--- src/rtl/apply_iteration_controller.sv ---
// Apply-stage iteration sequencer: launches each iteration, gathers per-core end/update flags,
// then advances the shared iteration id or stops on convergence, iteration limit or watchdog.
module apply_iteration_controller #(
  parameter int CORE_NUM        = 4,
  parameter int ITERATION_WIDTH = 8,
  parameter int TIMEOUT_WIDTH   = 24
) (
  input  logic                                clk,
  input  logic                                rst,
  input  logic                                start,
  input  logic                                abort,
  input  logic [ITERATION_WIDTH-1:0]          max_iteration,
  input  logic [TIMEOUT_WIDTH-1:0]            timeout_cycles,
  input  logic [CORE_NUM-1:0]                 core_iteration_end,
  input  logic [CORE_NUM-1:0]                 core_iteration_end_valid,
  input  logic [CORE_NUM-1:0]                 core_active_v_updated,
  input  logic [CORE_NUM-1:0]                 core_active_v_valid,
  output logic [CORE_NUM*ITERATION_WIDTH-1:0] iteration_id,
  output logic                                iteration_start,
  output logic                                iteration_done,
  output logic                                busy,
  output logic                                done,
  output logic [1:0]                          status
);

  localparam logic [2:0] S_IDLE   = 3'd0;
  localparam logic [2:0] S_LAUNCH = 3'd1;
  localparam logic [2:0] S_RUN    = 3'd2;
  localparam logic [2:0] S_CHECK  = 3'd3;
  localparam logic [2:0] S_DONE   = 3'd4;

  localparam logic [1:0] ST_CONVERGED = 2'd0;
  localparam logic [1:0] ST_LIMIT     = 2'd1;
  localparam logic [1:0] ST_TIMEOUT   = 2'd2;

  logic [2:0]                 state, state_nxt;
  logic [ITERATION_WIDTH-1:0] iter_id, iter_id_nxt;
  logic [ITERATION_WIDTH-1:0] max_iter_q, max_iter_nxt;
  logic [TIMEOUT_WIDTH-1:0]   timeout_q, timeout_nxt;
  logic [TIMEOUT_WIDTH-1:0]   wdog, wdog_nxt;
  logic [CORE_NUM-1:0]        end_mask, end_mask_nxt;
  logic [CORE_NUM-1:0]        new_ends;
  logic                       update_seen, update_seen_nxt;
  logic [1:0]                 status_q, status_nxt;
  logic                       all_ended;
  logic                       wdog_expired;
  logic [ITERATION_WIDTH-1:0] iter_id_inc;

  assign new_ends     = core_iteration_end_valid & core_iteration_end;
  assign all_ended    = &(end_mask | new_ends);
  assign wdog_expired = (timeout_q != '0) && (wdog == timeout_q - TIMEOUT_WIDTH'(1));
  assign iter_id_inc  = iter_id + ITERATION_WIDTH'(1);

  always_comb begin
    state_nxt       = state;
    iter_id_nxt     = iter_id;
    max_iter_nxt    = max_iter_q;
    timeout_nxt     = timeout_q;
    wdog_nxt        = wdog;
    end_mask_nxt    = end_mask;
    update_seen_nxt = update_seen;
    status_nxt      = status_q;

    if (abort) begin
      state_nxt       = S_IDLE;
      iter_id_nxt     = '0;
      max_iter_nxt    = '0;
      timeout_nxt     = '0;
      wdog_nxt        = '0;
      end_mask_nxt    = '0;
      update_seen_nxt = 1'b0;
      status_nxt      = ST_CONVERGED;
    end else begin
      case (state)
        S_IDLE, S_DONE: begin
          if (start) begin
            state_nxt       = S_LAUNCH;
            max_iter_nxt    = max_iteration;
            timeout_nxt     = timeout_cycles;
            iter_id_nxt     = '0;
            wdog_nxt        = '0;
            end_mask_nxt    = '0;
            update_seen_nxt = 1'b0;
            status_nxt      = ST_CONVERGED;
          end
        end
        S_LAUNCH: state_nxt = S_RUN;
        S_RUN: begin
          end_mask_nxt    = end_mask | new_ends;
          update_seen_nxt = update_seen | (|(core_active_v_updated & core_active_v_valid));
          wdog_nxt        = wdog + TIMEOUT_WIDTH'(1);
          // Completion in the same cycle as watchdog expiry takes precedence.
          if (all_ended) begin
            state_nxt = S_CHECK;
          end else if (wdog_expired) begin
            state_nxt  = S_DONE;
            status_nxt = ST_TIMEOUT;
          end
        end
        S_CHECK: begin
          if (!update_seen) begin
            state_nxt  = S_DONE;
            status_nxt = ST_CONVERGED;
          end else if ((max_iter_q != '0) && (iter_id_inc == max_iter_q)) begin
            state_nxt  = S_DONE;
            status_nxt = ST_LIMIT;
          end else if (&iter_id) begin
            state_nxt  = S_DONE;
            status_nxt = ST_LIMIT;
          end else begin
            state_nxt       = S_LAUNCH;
            iter_id_nxt     = iter_id_inc;
            wdog_nxt        = '0;
            end_mask_nxt    = '0;
            update_seen_nxt = 1'b0;
          end
        end
        default: state_nxt = S_IDLE;
      endcase
    end
  end

  // Pulses and flags are registered from the next state so they align with the state they describe.
  always_ff @(posedge clk or negedge rst) begin
    if (!rst) begin
      state           <= S_IDLE;
      iter_id         <= '0;
      max_iter_q      <= '0;
      timeout_q       <= '0;
      wdog            <= '0;
      end_mask        <= '0;
      update_seen     <= 1'b0;
      status_q        <= ST_CONVERGED;
      iteration_start <= 1'b0;
      iteration_done  <= 1'b0;
      busy            <= 1'b0;
      done            <= 1'b0;
    end else begin
      state           <= state_nxt;
      iter_id         <= iter_id_nxt;
      max_iter_q      <= max_iter_nxt;
      timeout_q       <= timeout_nxt;
      wdog            <= wdog_nxt;
      end_mask        <= end_mask_nxt;
      update_seen     <= update_seen_nxt;
      status_q        <= status_nxt;
      iteration_start <= (state_nxt == S_LAUNCH);
      iteration_done  <= (state_nxt == S_CHECK);
      busy            <= (state_nxt == S_LAUNCH) || (state_nxt == S_RUN) || (state_nxt == S_CHECK);
      done            <= (state_nxt == S_DONE);
    end
  end

  assign iteration_id = {CORE_NUM{iter_id}};
  assign status       = status_q;

endmodule

--- config.mk ---
export PLATFORM = sky130hd
export DESIGN_NAME = apply_iteration_controller
export DESIGN_NICKNAME = d
export VERILOG_FILES = /design/src/rtl/apply_iteration_controller.sv
export SDC_FILE = /design/constraint.sdc
export NUM_CORES = 1
export LEC_CHECK = 0
export CAP_MARGIN = 20
export CORE_MARGIN = 1.5
export CORE_UTILIZATION = 47
export DETAILED_ROUTE_END_ITERATION = 12
export HOLD_SLACK_MARGIN = 0.06
export PLACE_DENSITY = 0.75
export SKIP_LAST_GASP = 1
export SLEW_MARGIN = 20
export SYNTH_ARGS = -nofsm -noshare
export SYNTH_HDL_FRONTEND = slang
export SYNTH_SLANG_ARGS = --single-unit
export TNS_END_PERCENT = 100
--- constraint.sdc ---
create_clock -name clk -period 2.9 [get_ports clk]
set_input_delay 0.29 -clock clk [delete_from_list [all_inputs] [get_ports clk]]
set_output_delay 0.29 -clock clk [all_outputs]
set_load 0.05 [all_outputs]
# [After elaboration in Yosys (flattened, before gate mapping)]
# Cells that the tools add are included.
[classes] n_addsub=3 n_mul=0 n_div=0 n_lt_le_gt_ge=0 eq_ne=17 shifts=0 n_mux=46 n_bitwise=4 reduce_logical=20
[ops] cell="two-way mux 24 bit" count=8
[ops] cell="one-hot mux 24 bit (3 select lines)" count=1
[ops] cell="two-way mux 8 bit" count=8
[ops] cell="adder 24 x 1 -> 24 bit (second input constant)" count=1
[ops] cell="equality test 24 bit" count=1
[ops] cell="nonzero test 24 bit" count=1
[ops] cell="subtractor 24 x 1 -> 24 bit (second input constant)" count=1
[ops] cell="two-way mux 3 bit" count=7
[ops] cell="two-way mux 4 bit" count=5
[ops] cell="!= test 3 bit (second input constant)" count=6
[ops] cell="one-hot mux 8 bit (2 select lines)" count=1
[ops] cell="AND reduction 5 bit" count=3
[ops] cell="two-way mux 2 bit" count=7
[ops] cell="equality test 3 x 2 -> 1 bit (second input constant)" count=4
[ops] cell="one-hot mux 3 bit (4 select lines)" count=1
[ops] cell="one-hot mux 4 bit (3 select lines)" count=1
[ops] cell="adder 8 x 1 -> 8 bit (second input constant)" count=1
[ops] cell="AND 4 bit" count=2
[ops] cell="equality test 8 bit" count=1
[ops] cell="AND reduction 8 bit" count=1
[ops] cell="nonzero test 8 bit" count=1
[ops] cell="equality test 3 x 1 -> 1 bit (second input constant)" count=2
[ops] cell="equality test 3 bit (second input constant)" count=2
[ops] cell="one-hot mux 2 bit (3 select lines)" count=1
[ops] cell="other kinds (15)" count=23
[totals] ff_bits=78 latchBits=0 ramBits=0 mem_bits_ro=0 in_bits=52 output_inout_bits=38 n_memories=0

# [Logic depth before layout (Yosys ltp)]
[logic_depth] depth_word=10 ltp_mapped=10 mapped_depth_nobuf=10

# [Worst setup path after synthesis]
# Ideal clock, no wire load.
[synth_path] path_kind="register -> register" start="register iter_id[0]" end="register wdog[18]" setup_time_ps=132 arrival_time_ps=2879 slack_ps=-111 path_stages_with_launch=11 path_buffers=1 path_cell_list="dfrtp_1 ha_1 nor2b_1 o21a_1 o31ai_1 a2111oi_2 a311oi_1 nor2_2 nand2_1 buf_2 a31oi_1"
[synth_via] elab_chain_cells=5 word_cells_on_any_way=7 cone_classes="add/sub (1); eq/ne (3); reduce/logical (3)"
[synth_lines] item="start, declared" line="37" source="logic [ITERATION_WIDTH-1:0] iter_id, iter_id_nxt;"
[synth_lines] item="start signal, assigned" line="140" source="iter_id <= iter_id_nxt;"
[synth_lines] item="adder 8 x 1 -> 8 bit" line="52" source="assign iter_id_inc = iter_id + ITERATION_WIDTH'(1);"
[synth_lines] item="equality test 8 bit" line="104" source="end else if ((max_iter_q != '0) && (iter_id_inc == max_iter_q)) begin"
[synth_lines] item="logical AND 1 bit" line="104"
[synth_lines] item="!= test 3 bit (no source line)"
[synth_lines] item="AND reduction 5 bit (no source line) (*)"
[synth_lines] item="end signal, assigned" line="143" source="wdog <= wdog_nxt;"
[synth_lines] item="end, declared" line="40" source="logic [TIMEOUT_WIDTH-1:0] wdog, wdog_nxt;"
# Every way passes the cells marked *; elsewhere a longest branch is shown, timed or not.
# A chain may end at the register's enable or synchronous reset.

# [Final worst setup path]
[layout_path] start="register iter_id[0]" end="register wdog[14]"
# The elaborated chain is that of the path after synthesis.

==> flow_summary.yaml <==
run_status:
  outcome: "finished, final reports clean"
cells_and_area:
  drive_above_1_share_pct: 10.23
  diodes: 0
  n_fill_cell: 908
  stdcell_count: 801
  multi_input_area_mm2: 0.002641
  nets: 715
  regArea_mm2: 0.001953
  area_delta_synth_final_pct: 25.44
  final_area_mm2: 0.006138
  final_core_util_pct: 60.00
setup_path:
  crit_type: "register to register"
  crit_cells: 10
  cpMostUsedCell: "a21oi_1"
  critPathCaptureType: "register"
  cp.arrival_ns: 3.03
  worst_ep_required_time_ns: 3.19
  reg2reg_depth: 10
  r2r-end: "wdog[14]"
  rrSetupSlack_ns: 0.15
  critPathLaunchType: "register"
  crit_chain: "ha_1, xor2_1, a211oi_1, o211ai_1, a2111oi_2, a311oi_2, nor3_1, buf_4, a21oi_1, a21oi_1"
  max_stage_delay_ns: 0.46
  cp_slowest_cell: "dfrtp_2"
  r2r_start: "iter_id[0]"
  crit_buf_inv: 1
  crit_family: "compound AO/OA/AOI/OAI gates"
  path_max_fanout: 11
drt:
  viasPerCell: 5.804
  remaining_drc_errors: 0
  wl_per_cell_um: 16.14
  drtIter0Drc: 320
  num_vias: 4649
  postRouteAntennaNets: 0
  totalWireLength_um: 12930
  first_pass_iters: 5
global_route:
  grt_pass1_vias: 4376
  grt_max_degree: 79
  grt-ovfl-total: 0
  gr-usage-all-layers_pct: 24.17
  antenna_found_initial: 0
  grt_pass1_wl_um: 21460
timing:
  hold_violations: 0
  setup_viol: 0
  skew_ns: 0.008740
  tightest_slew_ns: 0.7129
  rsz0062_at_grt: "true"
  fin_hold_ws_ns: 0.4618
  relSlewSlack_pct: 52.47
  fin_crit_sh_pct: 94.76
  clock.fmax_mhz: 363.9
  setup_tns_ns: 0
  fin_ws_ns: 0.1519
  period_needed_ns: 2.748
  slew_violations: 0
floorplan:
  dieArea_mm2: 0.01103
  initial_core_util_pct: 47.83
  io_pins: 90
  row_count: 37
  core_mm2: 0.01023
  die_h_um: 105.0
  fp.dieW_um: 105.0
synthesis:
  yosysWarnings: 0
  syn_avg_cell_area_um2: 8.394
  ys_types: 62
  syn_area_mm2: 0.004893
  ys_seq_elements: 78
  synthesis.nets: 638
  synth_enable_flop_cells: 0
  syn_inst: 583
  async_flop_share_pct: 100.0
  synth_flop_cell: "dfrtp_1"
  yosysSeqAreaShare_pct: 39.89
placement:
  placed_cell_area_mm2: 0.005899
  hpwl_um: 9419
  gp_congestion: 0.9331
  portBuffers: 89
  place_ws_ns: 0.04773
  place_inst: 784
clock_tree:
  cts_root_buf: "clkbuf_8"
  cts_setup_buffers: 0
  cts_buffer_depth: 2
  clkSlewWorstSetupHoldPaths_ns: 0.09
  cts.sinks: 78
  cts_tree: "built"
  htreeDepth: 3
  cts_buffers: 9
  clk_latency_ns: 0.36
min_path:
  holdPathEnd: "timeout_q[12]"
  hold_depth: 3
  hp-start: "timeout_cycles[12]"
  hold_path.class: "input pin to register"
power_and_ir_drop:
  finalPower_mw: 2.623
  p_leak_nw: 2.530
  power.density_mw_per_mm2: 427.4
  vdd_drop_max_mv: 0.2973
flow_run:
  max_cap_violations: 0
-- final cells by class --
cell class	count	share of cell area [%]
repair buffers	122	18.61
flip-flops and latches	78	31.82
clock inverters	6	1.141
well taps	136	2.772
clock buffers	10	2.079
multi-input cells	440	43.03
inverters	9	0.5503
-- where the power goes --
group	total, mW	switching, mW	internal [mW]
clock network	0.855	0.451	0.404
logic	0.595	0.327	0.268
registers	1.17	0.0496	1.12
-- how the worst max path moves through the flow --
stage	start	end
floorplan	iter_id[4]	busy
global placement	timeout_q[2]	busy
detailed placement	timeout_q[2]	busy
CTS	timeout_q[2]	busy
global route	timeout_q[7]	status[1]
finish	iter_id[0]	wdog[14]
-- tightest hold or removal path, delay by kind of cell --
| family | cells | cell delay, ns |
|---|---|---|
| buffers and inverters | 1 | 0.39 |
| AND/OR/NAND/NOR | 1 | 0.05 |
| AO/OA/AOI/OAI | 1 | 0.05 |
-- kinds of logic (layout without fill, tap and decap cells) --
| kind of cell | count (synthesis) | count (layout) | synth area share (%) |
|---|---|---|---|
| buffers and inverters | 65 | 147 | 6.980 |
| flip-flops | 78 | 78 | 39.89 |
| AND/OR/NAND/NOR | 231 | 231 | 23.96 |
| multiplexers | 2 | 2 | 0.4347 |
| adder cells (fa/ha/maj) | 3 | 3 | 0.7671 |
| AO/OA/AOI/OAI | 162 | 162 | 20.46 |
| XOR/XNOR | 42 | 42 | 7.517 |
-- sequential cells by signal (all words and copies together) (netlist names) --
signal / cells
iteration_start: 1
max_iter_q: 8
end_mask: 4
done: 1
state: 3
iteration_done: 1
update_seen: 1
busy: 1
wdog: 24
iter_id: 8
status: 2
timeout_q: 24
-- cells in the final DEF (no fill, tap or decap), drive strengths merged, types with 6 or more instances in the layout --
cell,synthesis,layout
o211ai,9,9
a21oi,67,67
buf,30,33
clkbuf,26,10
xor2,14,14
and3,17,17
nand2,88,88
clkdlybuf4s50,0,88
nor4,12,12
xnor2,28,28
nor2b,12,12
inv,8,10
dfrtp,78,78
nor2,29,29
o21ai,26,26
o31ai,10,10
o21a,6,6
nor3,26,26
nand3,11,11
a31oi,18,18
nand4,10,10
-- what timing repair did --
| action | in CTS | in global routing |
|---|---|---|
| setup endpoints to repair | 0 | 6 |
| gates resized for setup | 0 | 5 |
| hold buffers | 0 | 1 |
| endpoints found under the hold margin | 0 | 78 |
-- per-layer routing --
layer,wire [um],part of all wire (%),vias up,track usage [%]
met5,0,0,-,0
met4,197,1.5,0,9.002
met3,710,5.5,18,4.554
met2,6290,49,163,39.73
met1,5734,44,2230,31.64
li1,-,-,2238,-
-- synthesized netlist by cell type (all sizes together) (5+ instances only) --
cell	number	area [um^2]
nand3	11	60.06
nor2b	12	75.07
nor4	12	96.34
inv	8	30.03
buf	30	210.2
xor2	14	122.6
and3	17	106.4
o21ai	26	130.1
o211ai	9	67.56
a31oi	18	112.6
or4	5	37.54
a21oi	67	335.3
nand2	88	330.3
clkbuf	26	97.59
nor2	29	111.4
o21a	6	45.04
nor3	26	130.1
dfrtp	78	1952
xnor2	28	245.2
nand4	10	62.56
o31ai	10	75.07
Power figures use the tool's default switching activity.
